--- src/rtl/parity_pkg.sv ---
// Shared types, defaults and the round-robin pick helper for the parity frame controller.
package parity_pkg;

    typedef enum logic [1:0] {
        IDLE  = 2'd0,
        SHIFT = 2'd1,
        DONE  = 2'd2
    } state_t;

    localparam int DEF_NUM_REQ = 4;
    localparam int DEF_WORD_W  = 32;
    localparam int MAX_REQ     = 8;

    // First valid requester at or above ptr, wrapping at n; returns ptr when none is valid.
    function automatic int rr_pick(input logic [MAX_REQ-1:0] valid, input int ptr, input int n);
        int idx;
        rr_pick = ptr;
        for (int i = MAX_REQ - 1; i >= 0; i--) begin
            if (i < n) begin
                idx = (ptr + i) % n;
                if (valid[idx[2:0]]) rr_pick = idx;
            end
        end
    endfunction

endpackage

--- src/rtl/parity_serial_core.sv ---
// Bit-serial parity datapath: LSB-first shift register, XOR accumulator and frame bit counter.
module parity_serial_core #(
    parameter int WORD_W = 32
) (
    input  logic              clk,
    input  logic              rst_p,
    input  logic              load,
    input  logic              enable,
    input  logic [WORD_W-1:0] data,
    output logic              acc,
    output logic              last
);
    localparam int CNT_W = $clog2(WORD_W);

    logic [WORD_W-1:0] r_shreg;
    logic              r_acc;
    logic [CNT_W-1:0]  r_cnt;

    assign acc  = r_acc;
    assign last = (r_cnt == CNT_W'(WORD_W - 1));

    always_ff @(posedge clk or posedge rst_p) begin
        if (rst_p) begin
            r_shreg <= '0;
            r_acc   <= 1'b0;
            r_cnt   <= '0;
        end else if (load) begin
            r_shreg <= data;
            r_acc   <= 1'b0;
            r_cnt   <= '0;
        end else if (enable) begin
            r_acc   <= r_acc ^ r_shreg[0];
            r_shreg <= r_shreg >> 1;
            // Counter saturates on the final bit so it never exceeds WORD_W-1.
            if (!last) r_cnt <= r_cnt + CNT_W'(1);
        end
    end

endmodule

--- src/rtl/parity_frame_ctrl.sv ---
// Round-robin arbiter and frame sequencer in front of a shared serial parity engine.
// Build option: define PARITY_ODD_EN for odd parity (result is the inverted accumulator).
module parity_frame_ctrl
    import parity_pkg::*;
#(
    parameter int NUM_REQ = DEF_NUM_REQ,
    parameter int WORD_W  = DEF_WORD_W
) (
    input  logic                       clk,
    input  logic                       rst_p,
    input  logic [NUM_REQ-1:0]         req_valid,
    input  logic [NUM_REQ*WORD_W-1:0]  req_data,
    output logic [NUM_REQ-1:0]         req_ready,
    output logic                       res_valid,
    input  logic                       res_ready,
    output logic                       res_parity,
    output logic [$clog2(NUM_REQ)-1:0] res_id,
    output logic                       busy,
    output state_t                     dbg_state
);
    localparam int ID_W = $clog2(NUM_REQ);

    // Handshakes: a transfer happens on any rising edge where valid and ready are both high;
    // req_ready is only ever raised in IDLE, res_valid only in DONE.

    state_t            r_state;
    state_t            w_next;
    logic [ID_W-1:0]   r_rr_ptr;
    logic [ID_W-1:0]   r_res_id;
    logic [ID_W-1:0]   w_winner;
    int                w_pick;
    logic              w_any;
    logic              w_load;
    logic              w_enable;
    logic              w_acc;
    logic              w_last;
    logic              w_parity;
    logic [WORD_W-1:0] w_word;

    assign w_any    = |req_valid;
    assign w_pick   = rr_pick(MAX_REQ'(req_valid), int'(r_rr_ptr), NUM_REQ);
    assign w_winner = ID_W'(w_pick);
    assign w_word   = req_data[w_winner*WORD_W +: WORD_W];

    always_comb begin
        w_next    = r_state;
        req_ready = '0;
        w_load    = 1'b0;
        w_enable  = 1'b0;
        case (r_state)
            IDLE: begin
                // Gated by reset so no accept strobe is shown while reset is held.
                if (w_any && !rst_p) begin
                    req_ready = NUM_REQ'(1) << w_winner;
                    w_load    = 1'b1;
                    w_next    = SHIFT;
                end
            end
            SHIFT: begin
                w_enable = 1'b1;
                if (w_last) w_next = DONE;
            end
            DONE: begin
                if (res_ready) w_next = IDLE;
            end
            default: w_next = IDLE;
        endcase
    end

    always_ff @(posedge clk or posedge rst_p) begin
        if (rst_p) begin
            r_state  <= IDLE;
            r_rr_ptr <= '0;
            r_res_id <= '0;
        end else begin
            r_state <= w_next;
            if (w_load) begin
                r_res_id <= w_winner;
                r_rr_ptr <= (w_winner == ID_W'(NUM_REQ - 1)) ? '0 : w_winner + ID_W'(1);
            end
        end
    end

    parity_serial_core #(.WORD_W(WORD_W)) u_core (
        .clk    (clk),
        .rst_p  (rst_p),
        .load   (w_load),
        .enable (w_enable),
        .data   (w_word),
        .acc    (w_acc),
        .last   (w_last)
    );

`ifdef PARITY_ODD_EN
    assign w_parity = ~w_acc;
`else
    assign w_parity = w_acc;
`endif

    assign res_valid  = (r_state == DONE);
    assign res_parity = res_valid & w_parity;
    assign res_id     = r_res_id;
    assign busy       = (r_state != IDLE);
    assign dbg_state  = r_state;

endmodule
--- config.mk ---
export PLATFORM = sky130hd
export DESIGN_NAME = parity_frame_ctrl
export DESIGN_NICKNAME = d
export VERILOG_FILES = /design/src/rtl/parity_pkg.sv /design/src/rtl/parity_serial_core.sv /design/src/rtl/parity_frame_ctrl.sv
export SDC_FILE = /design/constraint.sdc
export NUM_CORES = 1
export LEC_CHECK = 0
export ABC_AREA = 1
export ABC_CLOCK_PERIOD_IN_PS = 2000
export CAP_MARGIN = 15
export CORE_UTILIZATION = 40
export CTS_BUF_LIST = sky130_fd_sc_hd__clkbuf_8
export DETAILED_ROUTE_END_ITERATION = 8
export PLACE_DENSITY_LB_ADDON = 0.1
export RECOVER_POWER = 25
export SLEW_MARGIN = 0
export SYNTH_ARGS = -nofsm -noshare
export SYNTH_HDL_FRONTEND = slang
export SYNTH_SLANG_ARGS = --single-unit
--- constraint.sdc ---
create_clock -name clk -period 2 [get_ports clk]
set_input_delay 0.4 -clock clk [delete_from_list [all_inputs] [get_ports clk]]
set_output_delay 0.4 -clock clk [all_outputs]
set_load 0.005 [all_outputs]
==> impl_results.md, run 1 <==
* Fraction of layout cells with a size suffix above 1 at around 18%
* Adder-Cell Fraction of Synth Area at under 10%
* Overflow after GRT at 0
* CTS sink count at 44
* Clk Latency, worst-skew pair at 0.29 ns
* Cells along the critical path: buf_12 -> nand2_1 -> nand2_4 -> nand2_2 -> nand2_2 -> inv_2 -> nand2_4 -> nand2_4 -> nand2_8 -> nand2_8 -> inv_8 -> nor2_4 -> inv_2 -> nor2_1 -> buf_2
* Synth cell types at 27
* Cell taking the most area after synthesis: dfrtp_1
* Area of the core at a little over 0.008 mm2
* Post-synthesis mux area share at 0%
* Minimum clock period at between 2 and 2.5 ns
* Top Ports at 146
* Fin Clk Skew at approximately 0.0050 ns
* Synthesized instance count at 514
* Post-synth top area share at around a third
* ANT cells at 0
* Status: complete, but fails checks
* # rows at 33
* Crit path kind: reg -> out
* CP arrival at ~2 ns
* Final #Nets at 813
* Slew headroom at between 20% and 30%
* Seq/Total Area, Yosys at between 30 and 40%
* DRC violations left at 0
* Final setup vio count at 38
* Crit path max-delay family: simple AND/OR/NAND/NOR gates
* Area Growth Syn to Fin at 59.9%
* Num CTS Buffers at 5
* Port Buffers at around 150
* Max FO, Critical Path at 5
* Number of synthesized flops with an enable pin at 0
* Hold_ws at ~0.5 ns
* DP Cell Count at about 760
* Final HPWL DP at ~7.8 mm
* Die Ht at ~95 um
* Simple-gate share of the synthesized area at 44.3%
* Total GRT Usage at 24.7%
* Full die area at 0.00897 mm2
* Mapped Avg Cell Area at 6.69 um2
* Mapped cell area at about 0.0034 mm2
* Ys Warns at 0
* Worst path buffer plus inverter count at 5
* Initial antenna violation count at 0
* Non-filler cells, final at slightly below 800
* Worst path slowest cell: dfrtp_2
* Final worst slack at -0.402 ns
* Worst path max stage delay at between 0.4 and 0.5 ns
* Largest net degree at the start of global routing at 63
* Yosys reg bits at 44
* Clock Tree Buf Depth at 2
* Most frequent cell after synthesis: nand3_1
* Top cells by count, synth: 197 x nand3_1, 66 x nand2_1, 44 x dfrtp_1, 42 x nor2_1, 36 x o21ai_0
* CP Launch Type: flip-flop
* Avg Vias per Cell at between 5 and 6
* Final Hold Vio Count at 0
* Max VDD drop at between 1 and 1.5 mV
* Routed Antenna Nets at 0
* Most frequent CP cell: nand2_4
* DRT iter0 DRCs at around 160
* First-pass DRT Iterations at 4
* Largest cells by area after synthesis: dfrtp_1 32%, nand3_1 29%, nand2_1 7.2%
* Compound-Gate Fraction of Synth Area at roughly 12%
* Critical Path End Type: output pin
* Per-cell routed wire length at 14.6 um
* Clk slew on worst S/H paths at 0.07 ns
* Max Cap Viol at 0
* Power Dens Cells at about 1700 mW/mm2
* Gp weighted congestion at approximately 0.81
* CTS tree: yes
* Initial core utilization at 41.7%
* RSZ-0062 raised after global routing: yes
* Hold WC Path Type: reg -> reg
* Root Buffer Master: clkbuf_8
* Vias at 4225
* Post-Route WL at 11.4 mm
* Async SR Flop Fraction at 100%
* Post-synthesis xor/xnor area fraction at 0.255%
* Leak Pwr at 2.41 nW
* First-pass GRT wire length at 17.7 mm
* # H-tree levels at 2
* Post-Syn Nets at 652
* Hold-fix buffers, CTS at 0
* Slew Limit Fails at 0
* Most used flip-flop cell after synthesis: dfrtp_1
* Tcrit/Tclk final at 120%
* Failing checks: setup timing
* Final setup TNS at -8.98 ns
* Vias in the first global route at between 3000 and 4000
* Worst EP required at about 1.6 ns
* Fmax at 416 MHz
* Die X at 94.7 um
* Largest family of logic cells by synthesized area: simple AND/OR/NAND/NOR gates
* Slew @ Worst Pin at approximately 1.1 ns
-- worst reg2reg max path, cell delays in order (launching register included) --
cell     delay, ns
dfrtp_2       0.44
buf_12        0.15
nand2_1       0.10
nand2_4       0.07
nand2_2       0.09
nand2_2       0.07
inv_2         0.08
nand2_4       0.08
nand3_4       0.09
buf_4         0.52
nand3_1       0.17
nand3_1       0.11
nand3_1       0.08
a21oi_1       0.14
-- cell families after synthesis --
kind of cell	after synthesis
AOI/OAI and AO/OA	75
adders and majority gates	3
buffers and inverters	72
DFF	44
xor gates and xnor gates	1
and+or+nand+nor	319
-- metrics by stage --
stage	util (%)	total power [mW]	cell area, um2	worst slack [ns]
after floorplan	-	6.20	3440	0.0341
after global placement	61.8	7.92	5100	-0.788
after detailed placement	61.8	8.05	5100	-0.895
after CTS	64.7	9.06	5340	-0.362
after global routing	66.6	10.4	5500	-0.469
final	66.6	9.59	5500	-0.402
-- routing by layer --
| layer | vias up | global-route usage [%] | wire, um |
|---|---|---|---|
| li1 | 2095 | - | - |
| met1 | 1987 | 31.3 | 4980 |
| met2 | 126 | 44.1 | 5780 |
| met3 | 17 | 3.22 | 481 |
| met4 | 0 | 6.19 | 180 |
| met5 | - | 0 | 0 |
-- cell type report --
class                           count  area (um2)
Clock inverter                      2        7.51
Sequential cell                    44        1100
Multi-Input combinational cell    398        2160
Fill cell                         723        2760
Inverter                           30         135
Clock buffer                        6        82.6
Tap cell                          105         131
Timing Repair Buffer              196        1880
-- placed cells by master, fill, tap and decap left out, types with 6 or more instances in the layout --
master	count
o21ai_0	36
nand3_2	6
nand2_2	17
dfrtp_1	43
a21oi_1	23
clkbuf_8	6
clkdlybuf4s50_1	136
inv_2	8
nand2_1	45
a21oi_2	10
inv_1	21
nor2_1	40
nand3_1	191
nand2_4	10
buf_4	39
-- timing repair --
item                                    in CTS  in global routing
hold endpoints to repair                     0                  0
setup buffers                               10                  7
endpoints found under the setup margin      36                 39
pin swaps                                   15                 18
resized for setup                           54                 30
-- power breakdown --
part           switching, mW  internal (mW)
Combinational           4.33           3.12
Sequential             0.250           1.35
Clock                  0.275          0.271
Total                   4.85           4.74
-- final timing paths --
kind | depth (start not counted) | start | slack (ns) | end
hold reg to reg | 2 | u_core.r_shreg[31] | 0.50 | u_core.r_shreg[31]
min in group asynchronous | 4 | rst_p | 1.07 | u_core.r_shreg[24]
setup reg to reg | 13 | r_rr_ptr[0] | -0.26 | u_core.r_shreg[29]
setup / recovery | 15 | r_rr_ptr[0] | -0.40 | req_ready[2]
max in group asynchronous | 4 | rst_p | 0.22 | r_rr_ptr[0]
hold / removal | 2 | u_core.r_shreg[31] | 0.50 | u_core.r_shreg[31]
-- registers in the layout, indices dropped and copies added (netlist names) --
| signal | count |
|---|---|
| u_core.acc | 1 |
| res_id | 2 |
| r_rr_ptr | 2 |
| u_core.r_cnt | 5 |
| dbg_state | 2 |
| u_core.r_shreg | 32 |
No activity file was read; power rests on OpenSTA's default activity.
==> run 2: changes to the inputs <==
--- a/config.mk
+++ b/config.mk
@@ -8,9 +8,11 @@
 export ABC_AREA = 1
 export ABC_CLOCK_PERIOD_IN_PS = 2000
 export CAP_MARGIN = 15
-export CORE_UTILIZATION = 40
+export CORE_UTILIZATION = 50
 export CTS_BUF_LIST = sky130_fd_sc_hd__clkbuf_8
 export DETAILED_ROUTE_END_ITERATION = 8
+export DONT_BUFFER_PORTS = 1
+export GPL_TIMING_DRIVEN = 0
 export PLACE_DENSITY_LB_ADDON = 0.1
 export RECOVER_POWER = 25
 export SLEW_MARGIN = 0
==> run 2 against run 1 <==
Net effect:
- the run ends with DRC, setup timing left
- sequential power is essentially flat
- wire length down 2.2%
- sequential share of layout area up 5.9 points
- clock power increased by 35%
- sequential cell count stayed put
- first-iteration DRC count is 69% higher
- combinational power up 4.6%
- power up 5.5%
- count of clock-buffer cells in the layout unchanged
- worst hold slack lost 0.30 ns
- maximum frequency grew 4.5%
- largest cell class unchanged
==> impl_results.md, run 2 (synthesized netlist as in run 1, its figures left out) <==
* Full die area at 0.00721 mm2 (-20%)
* Crit path kind: reg -> out
* RSZ-0062 raised after global routing: yes
* Dpl cell area at 0.00356 mm2 (-30%)
* Most frequent CP cell: nand2_2
* Slew headroom at 28.2% (-0.22 points)
* Die Ht at 84.9 um (-10%)
* Critical Path Stages at 15 (unchanged)
* Final setup vio count at 35 (-7.9%)
* DRT iter0 DRCs at 262 (+69%)
* Tcrit/Tclk final at 115% (-5.2 points)
* Max FO, Critical Path at 7 (+2)
* Sequential Power Share at 15.8% (-0.8 points)
* Worst path buffer plus inverter count at 4 (-1)
* CP arrival at 1.90 ns (-0.10 ns)
* # H-tree levels at 2 (unchanged)
* CP Launch Type: flip-flop
* Final setup TNS at -4.52 ns (+4.45 ns)
* Cells along the critical path: buf_6 -> inv_8 -> nand2_4 -> nand2_2 -> nand2_2 -> nand2_2 -> nand2_2 -> nand2_4 -> nand2_4 -> nand2_8 -> nand2_8 -> inv_8 -> ha_4 -> inv_2 -> nor2_2
* Largest reg by FF count: u_core.r_shreg
* # rows at 29 (-12%)
* Initial antenna violation count at 0 (unchanged)
* ANT cells at 0 (unchanged)
* Status: complete, but fails checks
* Overall power at 10.1 mW (+5.5%)
* Initial core utilization at 53.0% (+11 points)
* First-pass DRT Iterations at 7 (+3)
* Vias in the first global route at 3459 (-13%)
* Hold_ws at 0.197 ns (-0.298 ns)
* Largest register FFs at 32 (unchanged)
* Commonest non-fill, non-tap cell in the layout: nand3_1
* Final Hold Vio Count at 0 (unchanged)
* Gp weighted congestion at 0.822 (+1.9%)
* Routed Antenna Nets at 0 (unchanged)
* Clock Tree Buf Depth at 2 (unchanged)
* Slew Limit Fails at 0 (unchanged)
* Hold depth at 1 (-1)
* Post-Route WL at 11.2 mm (-2.2%)
* Vias at 3812 (-9.8%)
* DRC violations left at 8 (+8)
* Commonest non-fill, non-tap cells in the layout: 168 x nand3_1, 53 x nand2_1, 43 x dfrtp_1
* Largest regs: u_core.r_shreg: 32 flops, u_core.r_cnt: 5 flops
* DP Cell Count at 592 (-22%)
* Per-cell routed wire length at 18.0 um (+23%)
* Failing checks: DRC, setup timing
* Root Buffer Master: clkbuf_8
* Max Cap Viol at 0 (unchanged)
* Pre-CTS setup slack at -0.235 ns (+0.661 ns)
* Non-filler cells, final at 620 (-21%)
* Crit path max-delay family: simple AND/OR/NAND/NOR gates
* CTS sink count at 44 (unchanged)
* Slew @ Worst Pin at 1.08 ns (+0.00325 ns)
* Area of the core at 0.00649 mm2 (-21%)
* First-pass GRT wire length at 16.7 mm (-5.8%)
* Critical Path End Type: output pin
* Clk Latency, worst-skew pair at 0.31 ns (+0.02 ns)
* Fraction of layout cells with a size suffix above 1 at 27.8% (+9.5 points)
* Final worst slack at -0.298 ns (+0.104 ns)
* Final HPWL DP at 7.36 mm (-5.9%)
* Final #Nets at 680 (-16%)
* Clock share of power at 7.3% (+1.6 points)
* Hold WC Path Type: in -> reg
* Final Instance Area at 0.00425 mm2 (-23%)
* Worst path slowest cell: dfrtp_1
* Area Growth Syn to Fin at 23.6%
* Worst path max stage delay at 0.40 ns (-0.04 ns)
* P_sw at 5.31 mW (+9.5%)
* Max VDD drop at 1.10 mV (+1.7%)
* Minimum clock period at 2.30 ns (-0.104 ns)
* Overflow after GRT at 0 (unchanged)
* Fmax at 435 MHz (+4.5%)
* Num CTS Buffers at 5 (unchanged)
* R2R depth at 17 (+4)
* Avg Vias per Cell at 6.15 (+14%)
* Total GRT Usage at 29.5% (+4.8 points)
* Worst EP required at 1.60 ns (about the same)
* CTS tree: yes
* Power Dens Cells at 2380 mW/mm2 (+36%)
* Port Buffers at 0 (-100%)
* Switching Fraction at 52.5% (+1.9 points)
* Clk slew on worst S/H paths at 0.10 ns (+0.03 ns)
* FILL cells at 589 (-19%)
* Fin Clk Skew at 0.0124 ns (+0.00737 ns)
* Die X at 84.9 um (-10%)
* Logic pwr share at 76.9% (-0.8 points)
* Largest net degree at the start of global routing at 43 (-32%)
* Leak Pwr at 1.88 nW (-22%)
* Top Ports at 146 (unchanged)
* Layout Utilization at 65.5% (-1.1 points)
* P_int at 4.80 mW (+1.4%)
run 2: area by class of cell:
class | count | area [um2] | area share, %
multi-input combinational | 398 | 2290 | 54.0
sequential | 44 | 1100 | 25.9
buffer | 41 | 307 | 7.21
timing repair buffer | 22 | 201 | 4.74
inverter | 30 | 130 | 3.06
tap | 77 | 96.3 | 2.27
clock buffer | 6 | 82.6 | 1.94
clock inverter | 2 | 38.8 | 0.912
run 2: power by group through the flow:
stage / registers [mW] / logic (mW) / clock network [mW]
2_1_floorplan: 1.54 / 4.66 / 0
3_3_place_gp: 1.59 / 5.83 / 0
3_5_place_dp: 1.60 / 5.95 / 0
4_1_cts: 1.59 / 6.68 / 0.745
5_1_grt: 1.65 / 8.49 / 0.786
6_report: 1.60 / 7.78 / 0.736
run 2: worst reg2reg max path, stage by stage, from the launching register on:
cell and delay (ns):
dfrtp_1 0.40, buf_6 0.15, inv_8 0.09, nand2_4 0.05, nand2_2 0.07, nand2_2 0.08, nand2_2 0.08, nand2_2 0.06
nand2_4 0.09, nand2_4 0.07, buf_4 0.14, buf_4 0.14, nand2_8 0.11, buf_6 0.14, nand3_1 0.11, nand3_2 0.09
nand3_1 0.08, a21oi_1 0.16
run 2: metal layers:
metal | share of wire (%) | wire length [um] | track usage (%)
met1 | 42 | 4690 | 37.8
met2 | 50 | 5540 | 51.1
met3 | 5.6 | 628 | 3.50
met4 | 2.8 | 308 | 10.9
met5 | 0 | 0 | 0
run 2: final timing paths:
check / startpoint / to / slack, ns
setup / recovery: r_rr_ptr[0] / req_ready[3] / -0.30
min in group asynchronous: rst_p / r_rr_ptr[0] / 0.40
hold reg to reg: u_core.r_cnt[4] / u_core.r_cnt[4] / 0.52
setup reg to reg: r_rr_ptr[0] / u_core.r_shreg[23] / -0.17
max in group asynchronous: rst_p / r_rr_ptr[1] / 0.30
hold / removal: res_ready / dbg_state[1] / 0.20
run 2: what timing repair did:
| item | in CTS | in global routing |
|---|---|---|
| gates cloned | 1 | 3 |
| pin swaps | 10 | 29 |
| endpoints found under the setup margin | 21 | 42 |
| gates resized for setup | 43 | 68 |
| endpoints found under the hold margin | 2 | 0 |
| buffers inserted | 10 | 6 |
| hold buffers | 1 | 0 |
